[config.mk]
export PLATFORM = sky130hd
export DESIGN_NAME = uart_rx
export DESIGN_NICKNAME = d
export VERILOG_FILES = /design/src/rtl/uart_rx.sv
export SDC_FILE = /design/constraint.sdc
export NUM_CORES = 1
export LEC_CHECK = 0
export CORE_ASPECT_RATIO = 0.6
export CORE_MARGIN = 8
export CORE_UTILIZATION = 60
export CTS_BUF_LIST = sky130_fd_sc_hd__clkbuf_8
export DETAILED_ROUTE_END_ITERATION = 8
export PLACE_DENSITY = 0.83
export SLEW_MARGIN = 10
export SYNTH_ARGS = -nofsm -noshare
export SYNTH_HDL_FRONTEND = slang
export SYNTH_SLANG_ARGS = --single-unit
[constraint.sdc]
create_clock -name clk -period 2.5 [get_ports clk]
set_input_delay 0.5 -clock clk [delete_from_list [all_inputs] [get_ports clk]]
set_output_delay 0.5 -clock clk [all_outputs]
set_load 0.005 [all_outputs]
[src/rtl/uart_rx.sv]
// uart_rx: mid-bit sampling UART receiver with 2-flop synchronizer, framing/overrun flags
module uart_rx #(
  parameter int DATA_BITS    = 10,
  parameter int CLKS_PER_BIT = 16
) (
  input  logic                 clk,
  input  logic                 rst,
  input  logic                 rx_line,
  input  logic                 data_ack,
  output logic [DATA_BITS-1:0] rx_data,
  output logic                 data_ready,
  output logic                 Done,
  output logic                 Busy,
  output logic                 frame_err,
  output logic                 overrun
);
  localparam int CW = $clog2(CLKS_PER_BIT);
  localparam int BW = $clog2(DATA_BITS + 1);
  localparam logic [CW-1:0] FULL = CW'(CLKS_PER_BIT - 1);
  localparam logic [CW-1:0] HALF = CW'(CLKS_PER_BIT / 2 - 1);
  localparam logic [BW-1:0] LAST = BW'(DATA_BITS - 1);
  typedef enum logic [2:0] {IDLE, START, DATA, STOP, WAIT_HIGH} state_t;
  state_t               state_q;
  logic                 sync_q, rx_s_q;
  logic [CW-1:0]        cnt_q;
  logic [BW-1:0]        bit_q;
  logic [DATA_BITS-1:0] shift_q, rx_data_q;
  logic                 ready_q, done_q, ferr_q, ovr_q;
  always_ff @(posedge clk) begin
    if (rst) begin
      state_q   <= IDLE;
      sync_q    <= 1'b1;
      rx_s_q    <= 1'b1;
      cnt_q     <= '0;
      bit_q     <= '0;
      shift_q   <= '0;
      rx_data_q <= '0;
      ready_q   <= 1'b0;
      done_q    <= 1'b0;
      ferr_q    <= 1'b0;
      ovr_q     <= 1'b0;
    end else begin
      sync_q <= rx_line;
      rx_s_q <= sync_q;
      done_q <= 1'b0;
      ferr_q <= 1'b0;
      ovr_q  <= 1'b0;
      if (data_ack) ready_q <= 1'b0;
      case (state_q)
        IDLE: if (!rx_s_q) begin
          state_q <= START;
          cnt_q   <= '0;
          bit_q   <= '0;
        end
        START: if (cnt_q == HALF) begin
          cnt_q   <= '0;
          bit_q   <= '0;
          state_q <= rx_s_q ? IDLE : DATA;
        end else cnt_q <= cnt_q + 1'b1;
        DATA: if (cnt_q == FULL) begin
          cnt_q          <= '0;
          shift_q[bit_q] <= rx_s_q;
          bit_q          <= bit_q + 1'b1;
          if (bit_q == LAST) state_q <= STOP;
        end else cnt_q <= cnt_q + 1'b1;
        // a good stop overrides a same-cycle ack, so data_ready stays set with no overrun
        STOP: if (cnt_q == FULL) begin
          cnt_q <= '0;
          if (rx_s_q) begin
            rx_data_q <= shift_q;
            ready_q   <= 1'b1;
            done_q    <= 1'b1;
            ovr_q     <= ready_q && !data_ack;
            state_q   <= IDLE;
          end else begin
            ferr_q  <= 1'b1;
            state_q <= WAIT_HIGH;
          end
        end else cnt_q <= cnt_q + 1'b1;
        WAIT_HIGH: if (rx_s_q) state_q <= IDLE;
        default: state_q <= IDLE;
      endcase
    end
  end
  assign rx_data    = rx_data_q;
  assign data_ready = ready_q;
  assign Done       = done_q;
  assign Busy       = state_q != IDLE;
  assign frame_err  = ferr_q;
  assign overrun    = ovr_q;
endmodule

After elaboration in Yosys (flattened, before gate mapping)

Index checks and enable logic that the tools add are counted.

Input port bits: 4
Output and inout bits: 15
Bits in writable memories: 0
Bits in registers: 37
Bits in read-only memories: 0
Bits in latches: 0
Memories: 0

Shifts and indexed selects: 0
Reduce and logical (&&, ||, !) cells: 15
$lt $le $gt $ge: 2
Add/sub/neg operators: 2
Bitwise gates (word level): 3
Divide/modulo/power cells: 0
Multipliers: 0
Equality and inequality tests: 13
Muxes and demuxes: 25

Operators with widths:

| operator                                                               | number |
|---|---|
| 4-bit one-hot mux with 3 select lines                                  | 2 |
| 3-bit 2-to-1 mux                                                       | 7 |
| 4-bit 2-to-1 mux                                                       | 5 |
| 3-bit one-hot mux with 5 select lines                                  | 1 |
| 2-bit != test (second input constant)                                  | 6 |
| 10-bit bitwise mux                                                     | 1 |
| 3-bit nonzero test                                                     | 3 |
| 4-bit by 1-bit adder with 4-bit output (second input constant)         | 2 |
| 4-bit equality test (second input constant)                            | 2 |
| 1-bit 2-to-1 mux                                                       | 7 |
| 3-bit by 2-bit equality test with 1-bit output (second input constant) | 2 |
| 6-bit AND reduction                                                    | 1 |
| 4-bit by 5-bit < comparator with 1-bit output (second input constant)  | 1 |
| 1-bit demux with 4-bit select                                          | 1 |
| 4-bit by 3-bit equality test with 1-bit output (second input constant) | 1 |
| 4-bit by 1-bit >= comparator with 1-bit output (second input constant) | 1 |
| 2-bit AND reduction                                                    | 2 |
| 4-bit AND reduction                                                    | 1 |
| 4-bit OR reduction                                                     | 1 |
| 3-bit by 1-bit equality test with 1-bit output (second input constant) | 1 |
| 3-bit equality test (second input constant)                            | 1 |
| 3-bit zero test                                                        | 1 |
| 1-bit inverter                                                         | 3 |
| 3-bit AND reduction                                                    | 1 |
| 5 further kinds                                                        | 6 |

Depth between registers and ports, before layout

Gate-level depths: netlist (run 1).

Depth in word-level cells: 5
Depth in mapped cells: 6
Depth with buffers taken out: 6

Least setup slack after synthesis (run 1)

Ideal clock, no wire load.

Kind: reg2reg
Start: register cnt_q[0]
End: register cnt_q[3]
Data required time: 2.426 ns
Cell stages (with the launch flop): 6
Arrival time: 1.549 ns
Library setup time: 0.074 ns
Path slack: 0.876 ns
Clock period less this slack: 1.624 ns
Path through: dfxtp_1 -> ha_1 -> and3b_1 -> a2bb2oi_2 -> or4_1 -> a31oi_1

Word-level cells in the longest chain between the ends: 3
Elaborated cells on any way between the ends: 6
Classes of those cells: 1 x add/sub; 2 x eq/ne; 3 x mux

RTL lines:

| element                                                              | RTL line   | source |
|---|---|---|
| start: declaration                                                   | 25         | `logic [CW-1:0] cnt_q;` |
| start signal: assignment                                             | 59         | `end else cnt_q <= cnt_q + 1'b1;` |
| start signal: assignment                                             | 65         | `end else cnt_q <= cnt_q + 1'b1;` |
| start signal: assignment                                             | 79         | `end else cnt_q <= cnt_q + 1'b1;` |
| 4-bit by 1-bit adder with 4-bit output, or another cell as far along | 59, 65, 79 |  |
| 4-bit 2-to-1 mux, on equally long branches                           | 60, 67, 55 |  |
| 4-bit one-hot mux with 3 select lines (*)                            | 49         | `case (state_q)` |

Mark *: on every way between the ends. The rest lies on a longest branch, timed or not.
A chain may end at the register's enable or synchronous reset.

Worst setup path after layout (run 1)

Start: register state_q[1]
End: output port Busy

Word-level cells in the longest chain between the ends: 1

RTL lines:

| element                  | RTL line | source |
|---|---|---|
| start: declaration       | 23       | `state_t state_q;` |
| start signal: assignment | 58       | `state_q <= rx_s_q ? IDLE : DATA;` |
| 3-bit nonzero test       | 88       | `assign Busy = state_q != IDLE;` |
| end: declaration         | 13       | `output logic Busy,` |

Every way passes these cells.

==> parameters.txt, run 1 <==
Parameter                              Value

Global route
  Initial antenna violation count    0
  Pin count of the biggest net entering global routing    27
  Via count of the first global-routing pass    between 1000 and 1500
  Overall routing resource usage    0.1527
  Global-route wire length before repair    5.851 mm
  Overflow after GRT    0

Detailed routing
  Vias after detailed routing    1341
  Detailed-route wire length per cell    ~16 um
  Violation count after the first detailed-routing iteration    around 140
  Number of iterations in the first detailed-routing pass    4
  WL final    3.476 mm
  Number of nets with antenna violations after routing    0
  Number of remaining DRC errors    0
  Routed via count divided by cell count    approximately 6

Final layout
  Growth of design area from synthesis to finish    16.78%
  Total inserted antenna cells    0
  Layout cell share with drive strength beyond 1    0.09948
  Layout fillers    176
  Final #Nets    199

Timing
  Post-route fraction of the period consumed by the critical path    0.8384
  Number of setup violations in the final report    0
  Sum Neg Setup Slack    0 ns
  Peak Freq    477.1 MHz
  Max transition margin    0.6208
  Tightest hold margin    0.4167 ns
  Total count of max-transition violations in the final report    0
  Setup clock skew after layout    0.004758 ns
  Transition at the pin with the smallest max-transition slack    0.5680 ns
  Time the worst path needs with I/O delays and setup    between 2 and 2.5 ns
  Unrepaired setup endpoints after global routing    no
  Hold Vio Cnt, Final    0

Critical path
  Critical path startpoint category    flip-flop
  Worst path required time    approximately 2 ns
  CP Capture Type    primary output
  Critical path class    flip-flop to primary output
  Arrival @ worst endpoint    1.60 ns
  Top fanout value on the critical path    12
  Worst-case reg-to-reg path depth    5

Pwr
  Power per Cell Area    544.4 nW/um2
  Maximum vdd ir drop    0.4636 mV
  Switching power of the nets    240.2 uW
  Static leakage    0.0008137 uW
  Sw Ratio    0.2314
  Internal Power    798.0 uW
  Part of the power in the clock network    0.395
  Share of total power in combinational logic    0.030
  Total power after layout    slightly above 1000 uW
  Share of total power in sequential cells    0.576

Clocking
  Buffers from clock root to sink, at most    2
  Cells resized by post-CTS repair    0
  Cts bufs inserted    5
  Setup Buffers After CTS    0
  Number of hold buffers added after cts    0
  Clock latency of the later-clocked register in the worst-skew pair    0.30 ns
  Root buf cell    clkbuf_8
  Number of sinks on the clock net    37
  Clock tree from TritonCTS    yes
  Clock slew at reported path FFs    0.07 ns
  H-tree levels    2

Synth
  Post-synthesis sequential element count    37
  Syn_nets    183
  Distinct cell type count of the synthesized netlist    37
  Warnings, synthesis    0
  Count of mapped cells out of synthesis    174
  Area of the mapped netlist    between 1500 and 2000 um2
  Proportion of synthesized chip area in sequential cells    0.4536
  Synthesized area divided by synthesized cell count    9.384 um2

Die
  I/O pin cnt    19
  Area of the core    between 2000 and 3000 um2
  Die footprint    4701 um2
  Horizontal die dimension    83.35 um
  Starting density of the core    0.6429
  Placement Rows    14
  Vertical extent of the die    between 50 and 60 um

Placement
  Count of input and output buffers    18
  Final estimated routing congestion in global placement    0.8329
  Detailed Place HPWL    2.439 mm

Run status
  Status    finished, final reports clean

Hold path
  Path category of the worst min-delay check    flip-flop to flip-flop
  Worst hold path depth    1

Flow run
  Number of maximum-capacitance violations    0
==> power by group through the flow <==
stage	combinational (uW)	sequential, uW	clock, uW
floorplan	21.8	607	0
global placement	29.0	611	0
detailed placement	30.4	611	0
CTS	30.7	598	413
global route	33.8	598	441
finish	30.7	598	410
==> kinds of logic after synthesis <==
group	share of synthesized area
fa+ha+maj	0.03831
simple gates	0.2521
compound gates	0.08199
buf+inv	0.03831
flops	0.4536
mux	0.1356
==> critical path, stage by stage, from the launching register on <==
cell	delay, ns
dfxtp_1	0.43
or3_1	0.41
clkdlybuf4s50_1	0.45
==> Yosys cell counts, drive strengths merged <==
cell type / number / share of area
dfxtp: 37 / 0.45
nor2: 31 / 0.071
mux2i: 21 / 0.13
nand4: 11 / 0.042
clkbuf: 9 / 0.021
a21oi: 8 / 0.025
ha: 5 / 0.038
nand3: 5 / 0.015
nand2b: 4 / 0.015
or3: 4 / 0.015
buf: 3 / 0.013
nand2: 3 / 0.0069
nor3: 3 / 0.0092
or2: 3 / 0.011
a31oi: 2 / 0.0077
and2: 2 / 0.0077
inv: 2 / 0.0046
nor2b: 2 / 0.0077
o31ai: 2 / 0.0092
a211oi: 1 / 0.0046
a21o: 1 / 0.0046
a2bb2oi: 1 / 0.0092
a311o: 1 / 0.0061
a311oi: 1 / 0.0054
a32oi: 1 / 0.0054
and3b: 1 / 0.0054
and4b: 1 / 0.0069
and4bb: 1 / 0.0077
mux2: 1 / 0.0069
nand3b: 1 / 0.0046
nand4b: 1 / 0.0054
nor3b: 1 / 0.0046
nor4b: 1 / 0.0054
o311ai: 1 / 0.0054
or3b: 1 / 0.0054
or4: 1 / 0.0046
==> cells in the final DEF, fill, tap and decap left out, types with 2 or more instances in the layout <==
master           Yosys  routed
mux2i_1             21      21
dfxtp_1             37      37
a31oi_1              2       2
ha_1                 5       5
a21oi_1              8       8
nor2_1              31      31
and2_1               2       2
nand3_1              5       5
buf_4                0       3
nand4_1             11      11
or2_2                3       3
nor2b_1              2       2
nand2_1              3       3
clkbuf_8             0       5
nand2b_1             4       4
nor3_1               3       3
or3_1                4       4
o31ai_1              2       2
inv_1                2       2
clkinv_2             0       2
clkdlybuf4s50_1      0      18
==> path summary, 6_finish.rpt <==
check             start        to  slack, ns
max reg2reg    cnt_q[0]  bit_q[1]       0.67
max          state_q[1]      Busy       0.40
min              sync_q    rx_s_q       0.42
min reg2reg      sync_q    rx_s_q       0.42
==> registers in the layout, indices dropped and copies added, names as in the netlist, 3 cells and up <==
name     count
state_q      3
bit_q        4
cnt_q        4
shift_q     10
rx_data     10
==> layout make-up <==
| class | count | area, um2 | share of cell area |
|---|---|---|---|
| Clock buffer | 5 | 68.82 | 0.03609 |
| Sequential cell | 37 | 740.7 | 0.3885 |
| Tap cell | 32 | 40.04 | 0.02100 |
| Multi-Input combinational cell | 123 | 829.5 | 0.4350 |
| Inverter | 2 | 7.507 | 0.003937 |
| Clock inverter | 3 | 17.52 | 0.009186 |
| Timing Repair Buffer | 21 | 202.7 | 0.1063 |
==> per-stage QoR <==
stage	worst slack (ns)	instances	util	instance area (um2)
detailed placement	0.7101	215	0.7167	1821
CTS	0.4060	223	0.7507	1907
finish	0.4040	223	0.7507	1907
floorplan	0.8762	174	-	1633
global route	0.3470	223	0.7507	1907
global placement	0.7674	215	0.7167	1821
==> metal layers <==
layer	vias up	GRT usage	wire length, um	part of all wire
met2	44	0.2307	1532	0.44
met5	-	0	0	0
met1	636	0.1812	1620	0.47
met4	0	0.04726	62	0.018
met3	8	0.08201	261	0.075
li1	653	-	-	-
Power figures use the tool's default switching activity.
==> run 2, diff against run 1 <==
Settings changed: CORE_UTILIZATION 60 to 51, PLACE_DENSITY 0.83 to 0.75.
Clock period 2.5 ns to 1.9 ns, I/O delays scaled along.
==> run 2 against run 1 <==
  * Register-to-register slack worse by 0.49 ns
  * Power up 28%
  * Setup slack worse by 0.22 ns
  * Sequential cell count unchanged
  * Die area increased by 13%
  * Sequential share of layout area shrank 0.52 points
  * Largest cell class unchanged
  * Largest power group unchanged
==> parameters.txt, run 2 (same netlist as run 1, synthesis figures left out) <==
Parameter                              Value

Critical path
  Launch point of the worst reg-to-reg path    cnt_q[0] (unchanged)
  End point of the critical path    cnt_q[3] (was Busy)
  CP Capture Type    flip-flop (was primary output)
  Worst path required time    2.12 ns (was 2.00 ns)
  Top fanout value on the critical path    6 (was 12)
  R2r endpoint    cnt_q[3] (was bit_q[1])
  Arrival @ worst endpoint    1.93 ns (was 1.60 ns)
  Worst reg2reg setup slack    0.18 ns (was 0.67 ns)
  Critical path startpoint category    flip-flop (unchanged)
  Worst-case reg-to-reg path depth    5 (unchanged)
  Startpoint of the most critical setup path    cnt_q[0] (was state_q[1])
  Critical path class    flip-flop to flip-flop (was flip-flop to primary output)

Die
  Horizontal die dimension    89.05 um (was 83.35 um)
  I/O pin cnt    19 (unchanged)
  Placement Rows    16 (was 14)
  Vertical extent of the die    59.83 um (was 56.41 um)
  Die footprint    5328 um2 (was 4701 um2)
  Starting density of the core    0.5162 (was 0.6429)
  Area of the core    3163 um2 (was 2540 um2)

Hold path
  Hold_sp    sync_q (unchanged)
  Path category of the worst min-delay check    flip-flop to flip-flop (unchanged)

Timing
  Max transition margin    0.6387 (was 0.6208)
  Setup clock skew after layout    0.004497 ns (was 0.004758 ns)
  Unrepaired setup endpoints after global routing    no (unchanged)
  Total count of max-transition violations in the final report    0 (unchanged)
  Hold Vio Cnt, Final    0 (unchanged)
  Transition at the pin with the smallest max-transition slack    0.5413 ns (was 0.5680 ns)
  Sum Neg Setup Slack    0 ns (unchanged)
  Time the worst path needs with I/O delays and setup    1.717 ns
  Number of setup violations in the final report    0 (unchanged)
  Peak Freq    around 580 MHz
  Post-route fraction of the period consumed by the critical path    0.9038

Global route
  Overall routing resource usage    0.1338 (was 0.1527)
  Via count of the first global-routing pass    1238 (was 1262)
  Pin count of the biggest net entering global routing    39 (was 27)
  Overflow after GRT    0 (unchanged)
  Initial antenna violation count    0 (unchanged)
  Global-route wire length before repair    5.561 mm (was 5.851 mm)

Clocking
  Buffers from clock root to sink, at most    2 (unchanged)
  Number of hold buffers added after cts    0 (unchanged)
  Number of sinks on the clock net    37 (unchanged)
  Clock tree from TritonCTS    yes (unchanged)
  Root buf cell    clkbuf_8 (unchanged)
  Cts bufs inserted    5 (unchanged)
  Clock slew at reported path FFs    0.07 ns (about the same)
  H-tree levels    2 (unchanged)
  Clock latency of the later-clocked register in the worst-skew pair    0.28 ns (was 0.30 ns)

Detailed routing
  Number of remaining DRC errors    0 (unchanged)
  Violation count after the first detailed-routing iteration    79 (was 141)
  WL final    3.228 mm (was 3.476 mm)
  Number of nets with antenna violations after routing    0 (unchanged)
  Detailed-route wire length per cell    13.62 um (was 15.59 um)
  Number of iterations in the first detailed-routing pass    4 (unchanged)
  Routed via count divided by cell count    5.392 (was 6.013)
  Vias after detailed routing    1278 (was 1341)

Pwr
  Sw Ratio    0.2159 (was 0.2314)
  Part of the power in the clock network    0.381 (was 0.395)
  Share of total power in sequential cells    0.588 (was 0.576)
  Share of total power in combinational logic    0.031 (was 0.030)
  Maximum vdd ir drop    0.4636 mV (about the same)
  Internal Power    1045 uW (was 798.0 uW)
  Power per Cell Area    681.3 nW/um2 (was 544.4 nW/um2)
  Static leakage    0.0008531 uW (was 0.0008137 uW)
  Switching power of the nets    287.7 uW (was 240.2 uW)

Placement
  Cell Count Post-Placement    229 (was 215)
  Post-place instance area    1857 um2 (was 1821 um2)
  Final estimated routing congestion in global placement    0.8183 (was 0.8329)
  Detailed Place HPWL    2.321 mm (was 2.439 mm)
  Count of input and output buffers    18 (unchanged)

Final layout
  Most common cell after layout, fill and taps aside    dfxtp_1 (unchanged)
  Non-filler instance count after layout    237 (was 223)
  Total inserted antenna cells    0 (unchanged)
  Design area    1956 um2 (was 1907 um2)
  Most frequent cells in the layout    dfxtp_1 (34), nor2_1 (31), mux2i_1 (21), clkdlybuf4s50_1 (17), nand4_1 (11) (was dfxtp_1 (37), nor2_1 (31), mux2i_1 (21), clkdlybuf4s50_1 (18), nand4_1 (11))
  Layout fillers    295 (was 176)
  Layout cell share with drive strength beyond 1    0.1198 (was 0.09948)
  Final #Nets    200 (was 199)
  Growth of design area from synthesis to finish    19.77% (was 16.78%)

Run status
  Status    finished, final reports clean (unchanged)

Flow run
  Number of maximum-capacitance violations    0 (unchanged)
[run 2: cell count changes in the layout (fill, tap and decap cells not counted), sizes merged]
cell and delta:
buf +1, inv +1, dlymetal6s2s +1, clkinvlp -1, clkdlybuf4s50 -1
[run 2: area by class of cell]
| type | count | area (um2) | area share |
|---|---|---|---|
| Multi-Input combinational cell | 123 | 834.6 | 0.4267 |
| Tap cell | 45 | 56.30 | 0.02879 |
| Sequential cell | 37 | 749.5 | 0.3832 |
| Clock buffer | 5 | 68.82 | 0.03519 |
| Clock inverter | 3 | 13.76 | 0.007038 |
| Inverter | 2 | 7.507 | 0.003839 |
| Timing Repair Buffer | 22 | 225.2 | 0.1152 |
[run 2: worst max-delay path, stage by stage (launching register included)]
cell,delay [ns]
dfxtp_1,0.33
ha_1,0.25
and3b_1,0.22
a2bb2oi_2,0.19
or4_1,0.50
a31oi_1,0.15
[run 2: power groups by stage]
stage	logic, uW	clock network, uW	registers [uW]
after floorplan	28.7	0	799
after global placement	40.2	0	804
after detailed placement	41.1	0	804
after CTS	41.2	514	786
after global routing	44.8	559	784
final	41.0	508	784
[run 2: worst min path at each step]
stage	slack, ns	cells past startpoint	endpoint
floorplan	0.39	1	rx_s_q
global placement	0.39	1	rx_s_q
detailed placement	0.41	1	rx_s_q
CTS	0.42	1	rx_s_q
global route	0.43	1	rx_s_q
finish	0.42	1	rx_s_q
[run 2: routing by layer]
layer	vias up	track usage	routed length (um)
met5	-	0	0
met4	0	0.06103	37
met3	4	0.05487	202
met2	23	0.2006	1383
met1	600	0.1633	1604
li1	651	-	-
[run 2: what timing repair did]
item	4_1_cts	5_1_grt
gates cloned	0	0
resized for setup	3	4
setup endpoints to repair	1	2
setup buffers	0	0
[run 2: stage by stage]
| step | setup WS, ns | util | power (uW) | hold slack [ns] |
|---|---|---|---|---|
| CTS | 0.02641 | 0.6143 | 1342 | 0.4238 |
| finish | 0.1828 | 0.6183 | 1332 | 0.4205 |
| detailed placement | 0.1258 | 0.5870 | 845.1 | 0.4055 |
| global placement | 0.1978 | 0.5870 | 844.0 | 0.3939 |
| floorplan | 0.2762 | - | 828.0 | 0.3895 |
| global route | 0.08599 | 0.6183 | 1388 | 0.4314 |
==> run 3, diff against run 2 <==
Settings changed: CORE_UTILIZATION 51 to 58, DONT_BUFFER_PORTS set to 1, PLACE_DENSITY 0.75 to 0.74.
==> run 3 against run 2 <==
  * Count of clock-buffer cells in the layout increased by 1
  * Global-route usage decreased by 0.067 points
  * Final area is 10% lower
  * Sequential power about the same
  * Via count decreased by 5.2%
  * Combinational power down 43%
  * Routed wire length fell by 5.5%
  * Critical path depth stayed put
  * Power about the same
  * Largest cell class unchanged
  * Highest routed layer unchanged
==> parameters.txt, run 3 (same netlist as run 1, synthesis figures left out) <==
Parameter                              Value

Clocking
  Cts bufs inserted    5 (unchanged)
  Number of hold buffers added after cts    0 (unchanged)
  Clock latency of the later-clocked register in the worst-skew pair    0.28 ns (about the same)
  H-tree levels    2 (unchanged)
  Number of sinks on the clock net    37 (unchanged)
  Buffers from clock root to sink, at most    2 (unchanged)
  Setup Buffers After CTS    0 (unchanged)
  Root buf cell    clkbuf_8 (unchanged)
  Clock tree from TritonCTS    yes (unchanged)
  Clock slew at reported path FFs    0.07 ns (about the same)

Detailed routing
  Number of nets with antenna violations after routing    0 (unchanged)
  Vias after detailed routing    1212 (was 1278)
  Violation count after the first detailed-routing iteration    116 (was 79)
  Number of remaining DRC errors    0 (unchanged)
  Detailed-route wire length per cell    14.60 um (was 13.62 um)
  Number of iterations in the first detailed-routing pass    4 (unchanged)
  Routed via count divided by cell count    5.799 (was 5.392)
  WL final    3.051 mm (was 3.228 mm)

Critical path
  Top fanout value on the critical path    6 (unchanged)
  Arrival @ worst endpoint    1.95 ns (was 1.93 ns)
  Cells along the critical path    ha_1, and3b_1, a2bb2oi_2, or4_1, a31oi_1 (unchanged)
  Critical-path cell with the highest stage delay    or4_1 (unchanged)
  Critical path startpoint category    flip-flop (unchanged)
  CP Capture Type    flip-flop (unchanged)
  Critical path class    flip-flop to flip-flop (unchanged)
  Max incr delay on CP    0.51 ns (was 0.50 ns)
  Worst path required time    2.12 ns (about the same)

Final layout
  Most frequent cells in the layout    dfxtp_1 (37), nor2_1 (31), mux2i_1 (21), nand4_1 (11), a21oi_1 (8) (was dfxtp_1 (34), nor2_1 (31), mux2i_1 (21), clkdlybuf4s50_1 (17), nand4_1 (11))
  Most common cell after layout, fill and taps aside    dfxtp_1 (unchanged)
  Final core occ    0.6324 (was 0.6183)
  Non-filler instance count after layout    209 (was 237)
  Growth of design area from synthesis to finish    7.586% (was 19.77%)
  Layout cell share with drive strength beyond 1    0.1200 (was 0.1198)
  Final #Nets    184 (was 200)
  Total inserted antenna cells    0 (unchanged)
  Design area    1757 um2 (was 1956 um2)

Timing
  Setup clock skew after layout    0.004611 ns (was 0.004497 ns)
  Post-route fraction of the period consumed by the critical path    0.9121 (was 0.9038)
  Transition at the pin with the smallest max-transition slack    0.3595 ns (was 0.5413 ns)
  Time the worst path needs with I/O delays and setup    1.733 ns (was 1.717 ns)
  Sum Neg Setup Slack    0 ns (unchanged)
  Total count of max-transition violations in the final report    0 (unchanged)
  Number of setup violations in the final report    0 (unchanged)
  Max transition margin    0.7573 (was 0.6387)
  Unrepaired setup endpoints after global routing    no (unchanged)
  Hold Vio Cnt, Final    0 (unchanged)
  Peak Freq    577.1 MHz (was 582.3 MHz)

Die
  Horizontal die dimension    84.50 um (was 89.05 um)
  Area of the core    2778 um2 (was 3163 um2)
  I/O pin cnt    19 (unchanged)
  Placement Rows    15 (was 16)
  Starting density of the core    0.5878 (was 0.5162)
  Die footprint    4825 um2 (was 5328 um2)
  Vertical extent of the die    57.10 um (was 59.83 um)

Pwr
  Maximum vdd ir drop    0.4488 mV (was 0.4636 mV)
  Power per Cell Area    758.6 nW/um2 (was 681.3 nW/um2)
  Static leakage    0.0007759 uW (was 0.0008531 uW)

Run status
  Status    finished, final reports clean (unchanged)

Global route
  Met3 GRT Util    0.06152 (was 0.05487)
  Met1 Track Usage GR    0.1793 (was 0.1633)
  Global-route wire length before repair    5.126 mm (was 5.561 mm)
  Via count of the first global-routing pass    1081 (was 1238)
  Overflow after GRT    0 (unchanged)
  Layer carrying the most global-route usage    met1 (was met2)
  Met2 GRT Util    0.1695 (was 0.2006)
  Initial antenna violation count    0 (unchanged)
  Overall routing resource usage    0.1332 (was 0.1338)
  Pin count of the biggest net entering global routing    39 (unchanged)

Placement
  Final estimated routing congestion in global placement    0.8246 (was 0.8183)
  Count of input and output buffers    0 (was 18)
  Detailed Place HPWL    2.217 mm (was 2.321 mm)
  Cell Count Post-Placement    202 (was 229)
  Post-place instance area    1665 um2 (was 1857 um2)

Hold path
  Path category of the worst min-delay check    primary input to flip-flop (was flip-flop to flip-flop)

Flow run
  Number of maximum-capacitance violations    0 (unchanged)
run 3: changes by cell type in the layout (fill, tap and decap cells not counted):
cell,previous run,this run
clkdlybuf4s50_1,17,0
buf_4,3,6
dfxtp_1,34,37
clkinv_2,2,0
dfxtp_4,2,0
buf_12,1,0
clkbuf_8,5,6
dfxtp_2,1,0
dlymetal6s2s_1,1,0
run 3: worst paths after layout:
check	slack, ns	from	cells after the start	end
worst max-delay path	0.17	cnt_q[0]	5	cnt_q[3]
worst min-delay path	0.16	rst	1	cnt_q[3]
worst max register to register	0.17	cnt_q[0]	5	cnt_q[3]
worst min register to register	0.41	sync_q	1	rx_s_q
run 3: what timing repair did:
item	in CTS	in global routing
resized for setup	0	1
endpoints found under the setup margin	0	1
endpoints found under the hold margin	0	0
run 3: routing by layer:
metal / share of wire / routed length, um
met3: 0.082 / 251
met5: 0 / 0
met1: 0.50 / 1531
met2: 0.41 / 1247
met4: 0.0069 / 21
run 3: area by class of cell:
class | count | area [um2]
Sequential cell | 37 | 740.7
Clock inverter | 1 | 3.754
Tap cell | 34 | 42.54
Inverter | 2 | 7.507
Clock buffer | 6 | 82.58
Timing Repair Buffer | 6 | 45.04
Multi-Input combinational cell | 123 | 834.6
Fill cell | 241 | 1021
run 3: power breakdown:
group	switching, uW	internal [uW]
sequential	4.62	779
clock	243	282
combinational	11.9	11.5
run 3: through the flow:
stage	hold slack, ns	power (uW)	setup slack [ns]
final	0.1597	1333	0.1671
after global routing	0.1445	1385	0.1121
after CTS	0.1522	1346	0.09082
after detailed placement	0.4009	824.3	0.09812
after global placement	0.3915	823.4	0.1824
after floorplan	0.3895	828.0	0.2762
run 3: worst max-delay path, delay by kind of cell (launching register included):
family	cells	cell delay [ns]
adder cells (fa/ha/maj)	1	0.25
AND/OR/NAND/NOR	2	0.74
flip-flops	1	0.33
AO/OA/AOI/OAI	2	0.35
==> patch 1 (flow settings as in run 1) <==
Encoding of `state_t`: now one-hot (5 bits for 5 states).
--- a/src/rtl/uart_rx.sv
+++ b/src/rtl/uart_rx.sv
@@ -20,5 +20,5 @@
   localparam logic [CW-1:0] HALF = CW'(CLKS_PER_BIT / 2 - 1);
   localparam logic [BW-1:0] LAST = BW'(DATA_BITS - 1);
-  typedef enum logic [2:0] {IDLE, START, DATA, STOP, WAIT_HIGH} state_t;
+  typedef enum logic [4:0] {IDLE = 5'b00001, START = 5'b00010, DATA = 5'b00100, STOP = 5'b01000, WAIT_HIGH = 5'b10000} state_t;
   state_t               state_q;
   logic                 sync_q, rx_s_q;
Check against the original RTL: no difference found for any inputs over 10 cycles, from zero or initial values and one cycle with rst high; not proved beyond that.
==> patch 1 against run 1 <==
Maximum frequency down 9.6%; highest routed layer unchanged; cell area grew 19%; setup slack worse by 0.22 ns; wire length up 28%; area after synthesis increased by 19%; sequential cell count is 2 higher.
Power is not compared: it rests on default switching activity, and its combinational part moved more than twofold at a synthesized area within 25%.
==> patch 1: results <==
set metrics [dict create \
    synth_sequential_area_ratio_pct 40.3 \
    critPathSlowestCell "dfxtp_1" \
    wl_met1_um 2180 \
    nets 246 \
    cpLargestDelayFamily "flip-flops" \
    via_count_of_the_first_global_routing_pass 1485 \
    first_iter_violations 205 \
    critPathMaxStageDelay_ns 0.67 \
    clock_skew_ns 0.0125 \
    num-fill-cells 248 \
    syn_nets 232 \
    postRouteWirelength_um 4450 \
    pin_count_of_the_biggest_net_entering_global_routing 20 \
    dr.pass1.iters 5 \
    grt_first_pass_wirelength_um 7120 \
    groute.usage.overall_pct 17.6 \
    route.vias.total 1690 \
    synth.area.top_cells "dfxtp_1 (40%), nand2_1 (6.2%), mux2i_1 (5.7%), nand2b_1 (4.5%), a21oi_1 (4.4%)" \
    layout-drive-gt1-share_pct 9.24 \
    route.met3.wl_um 476 \
    slack_of_the_worst_reg_to_reg_path_ns 0.55 \
    worst-path-max-fanout 17 \
    run_status "finished, final reports clean" \
    dp.final_hpwl_um 3210 \
    worstPathArrival_ns 1.82 \
    route.met2.wl_um 1740 \
    synth.top_cells.by_count "dfxtp_1 (39), nand2_1 (32), a21oi_1 (17), nand2b_1 (14)" \
    grt_use_met3_pct 5.76 \
    synth_cell_type_count 48 \
]
## patch 1: cell count changes in the layout (fill, tap and decap cells not counted), moves of 3 or more
cell      before  now
nor4_1         0    3
o21ai_0        0    4
xnor2_1        0    4
mux2i_1       21   11
nand4_1       11    4
nand3_1        5    2
a21oi_1        8   17
nor2_1        31    9
nand4b_1       1    5
nand2_1        3   32
nand2b_1       4   14
## patch 1: final cells by class
cell class,instances,area share [%]
Multi-Input combinational cell,164,47.7
Timing Repair Buffer,23,9.59
Clock buffer,6,3.64
Tap cell,45,2.48
Inverter,4,0.661
Sequential cell,39,34.4
Clock inverter,2,1.54
## patch 1: logic make-up after synthesis
family | count (synthesis) | synth area share, %
and+or+nand+nor | 99 | 28.2
AOI/OAI and AO/OA | 42 | 15.1
DFF | 39 | 40.3
buffers and inverters | 20 | 4.13
muxes | 13 | 6.84
xor gates and xnor gates | 5 | 2.26
adders and majority gates | 5 | 3.23
## patch 1: metrics by stage
step	power (mW)	worst slack (ns)	instance area (um2)	instances	hold slack [ns]
after CTS	1.25	0.110	2270	283	0.422
after global placement	0.720	0.508	2150	275	0.394
after global routing	1.29	0.0791	2270	283	0.427
after detailed placement	0.721	0.434	2150	275	0.401
final	1.25	0.182	2270	283	0.416
after floorplan	0.696	0.819	1940	223	0.389
## patch 1: report_power, final
part / total (mW) / switching [mW] / internal, mW
clock network: 0.539 / 0.216 / 0.323
registers: 0.632 / 0.00782 / 0.624
logic: 0.0769 / 0.0438 / 0.0331
## patch 1: worst paths after layout
kind	start	to	cells after the start
min	sync_q	rx_s_q	1
min reg2reg	sync_q	rx_s_q	1
max	state_q[3]	Busy	3
max reg2reg	cnt_q[0]	bit_q[3]	5
==> patch 2 (settings of run 1) <==
Made on the original files. The parameter `CLKS_PER_BIT` goes from 16 to 32.
--- a/src/rtl/uart_rx.sv
+++ b/src/rtl/uart_rx.sv
@@ -2,5 +2,5 @@
 module uart_rx #(
   parameter int DATA_BITS    = 10,
-  parameter int CLKS_PER_BIT = 16
+  parameter int CLKS_PER_BIT = 32
 ) (
   input  logic                 clk,
Check against the original RTL: same outputs for any inputs over 10 cycles, from zero or initial values and one cycle with rst high; that may be too few to reach the edited logic, so the function may still have changed.
==> patch 2 against run 1 <==
Sequential cell count rose by 1; non-clock buffer count is 3 higher; critical path type unchanged; sequential share of layout area decreased by 2.3 points; worst hold slack barely moved; register-to-register slack got worse by 0.30 ns; setup slack got worse by 0.070 ns; total power rose by 2.3%; cell area rose by 9.1%; clock power down 1%; area after synthesis increased by 9.8%; wire length increased by 8.2%.
==> patch 2: results <==
set metrics [dict create \
    holdCritStartpoint "sync_q" \
    startpoint "state_q[0]" \
    synth.top_cells.by_count "dfxtp_1 (38), nor2_1 (33), mux2i_1 (21), ha_1 (9), nand4_1 (8)" \
    grt_use_met3_pct 7.07 \
    dp.final_hpwl_um 2770 \
    placed_area_um2 2000 \
    max-vdd-ir-drop_mv 0.297 \
    pin_count_of_the_biggest_net_entering_global_routing 24 \
    dr.pass1.iters 4 \
    routedWlPerCell_um 15.1 \
    via_count_of_the_first_global_routing_pass 1381 \
    vias_per_cell 5.85 \
    total_leakage_power_nw 0.899 \
    post-place-cells 243 \
    synthAdderAreaFrac_pct 6.28 \
    clock_tree.buffer_depth 2 \
    use_met2_pct 23.4 \
    groute.usage.overall_pct 15.8 \
    synth_cell_type_count 42 \
    yosysWarningCount 0 \
    worst-path-max-fanout 17 \
    cts_root_buf "clkbuf_8" \
    nets 221 \
    layout-drive-gt1-share_pct 9.18 \
    syn_nets 204 \
    syn_area_per_cell_um2 9.39 \
    slew_headroom_pct 61.0 \
    yosys.area_share.xor_xnor_pct 0 \
    worstPathArrival_ns 1.67 \
    cts-resized-gates 0 \
    grt_first_pass_wirelength_um 6270 \
    number_of_buffers_added_by_the_clock_tree_synthesis_step 5 \
    postRouteWirelength_um 3760 \
    first_iter_violations 155 \
    clock_skew_ns 0.0100 \
    sw_frac_of_total_pct 20.9 \
    synth.area.mux_share_pct 12.4 \
    post_cts.repair.setup_buffers 0 \
    cts_htree_levels 2 \
    run_status "finished, final reports clean" \
    place_congestion 0.865 \
    antenna-diode-count 0 \
    synth_sequential_area_ratio_pct 42.4 \
    synth.area.top_cells "dfxtp_1 (42%), mux2i_1 (12%), nor2_1 (6.9%), ha_1 (6.3%), nand4_1 (2.8%)" \
    synth-compound-area-share_pct 9.28 \
    globalRouteMet1Util_pct 19.4 \
]
[patch 2: routing by layer]
layer	part of all wire [%]	wire length (um)
met1	46	1750
met2	43	1630
met3	8.9	335
met4	1.3	48
met5	0	0
[patch 2: final timing paths]
path | cells past startpoint | slack (ns) | endpoint
setup / recovery | 2 | 0.33 | Busy
hold / removal | 1 | 0.42 | rx_s_q
setup reg to reg | 7 | 0.37 | state_q[0]
hold reg to reg | 1 | 0.42 | rx_s_q
[patch 2: layout make-up]
| type | count | area [um2] |
|---|---|---|
| well taps | 42 | 52.6 |
| inverters | 6 | 22.5 |
| multi-input cells | 133 | 937 |
| repair buffers | 24 | 225 |
| clock buffers | 6 | 82.6 |
| flip-flops and latches | 38 | 761 |
| fillers | 206 | 772 |
[patch 2: kinds of logic (layout without fill, tap and decap cells)]
group                    Yosys count  in the layout
adder cells (fa/ha/maj)            9              9
multiplexers                      22             22
flip-flops                        38             38
buffers and inverters             20             36
AND/OR/NAND/NOR                   81             81
AO/OA/AOI/OAI                     21             21
[patch 2: worst max-delay path, stage by stage, from the launching register on]
cell and delay [ns]:
dfxtp_1 0.69, or3_1 0.19, clkdlybuf4s50_1 0.50
[patch 2: power by group through the flow]
stage / Clock, mW / Combinational [mW] / Sequential, mW
final: 0.404 / 0.0424 / 0.615
after global routing: 0.438 / 0.0458 / 0.615
after CTS: 0.413 / 0.0422 / 0.615
after detailed placement: 0 / 0.0420 / 0.629
after floorplan: 0 / 0.0328 / 0.624
after global placement: 0 / 0.0402 / 0.628
[patch 2: stage by stage]
stage	worst slack [ns]	power, mW	utilization [%]
2_1_floorplan	0.636	0.657	-
3_3_place_gp	0.542	0.669	70.0
3_5_place_dp	0.433	0.671	70.0
4_1_cts	0.343	1.07	72.9
5_1_grt	0.237	1.10	72.9
6_report	0.334	1.06	72.9
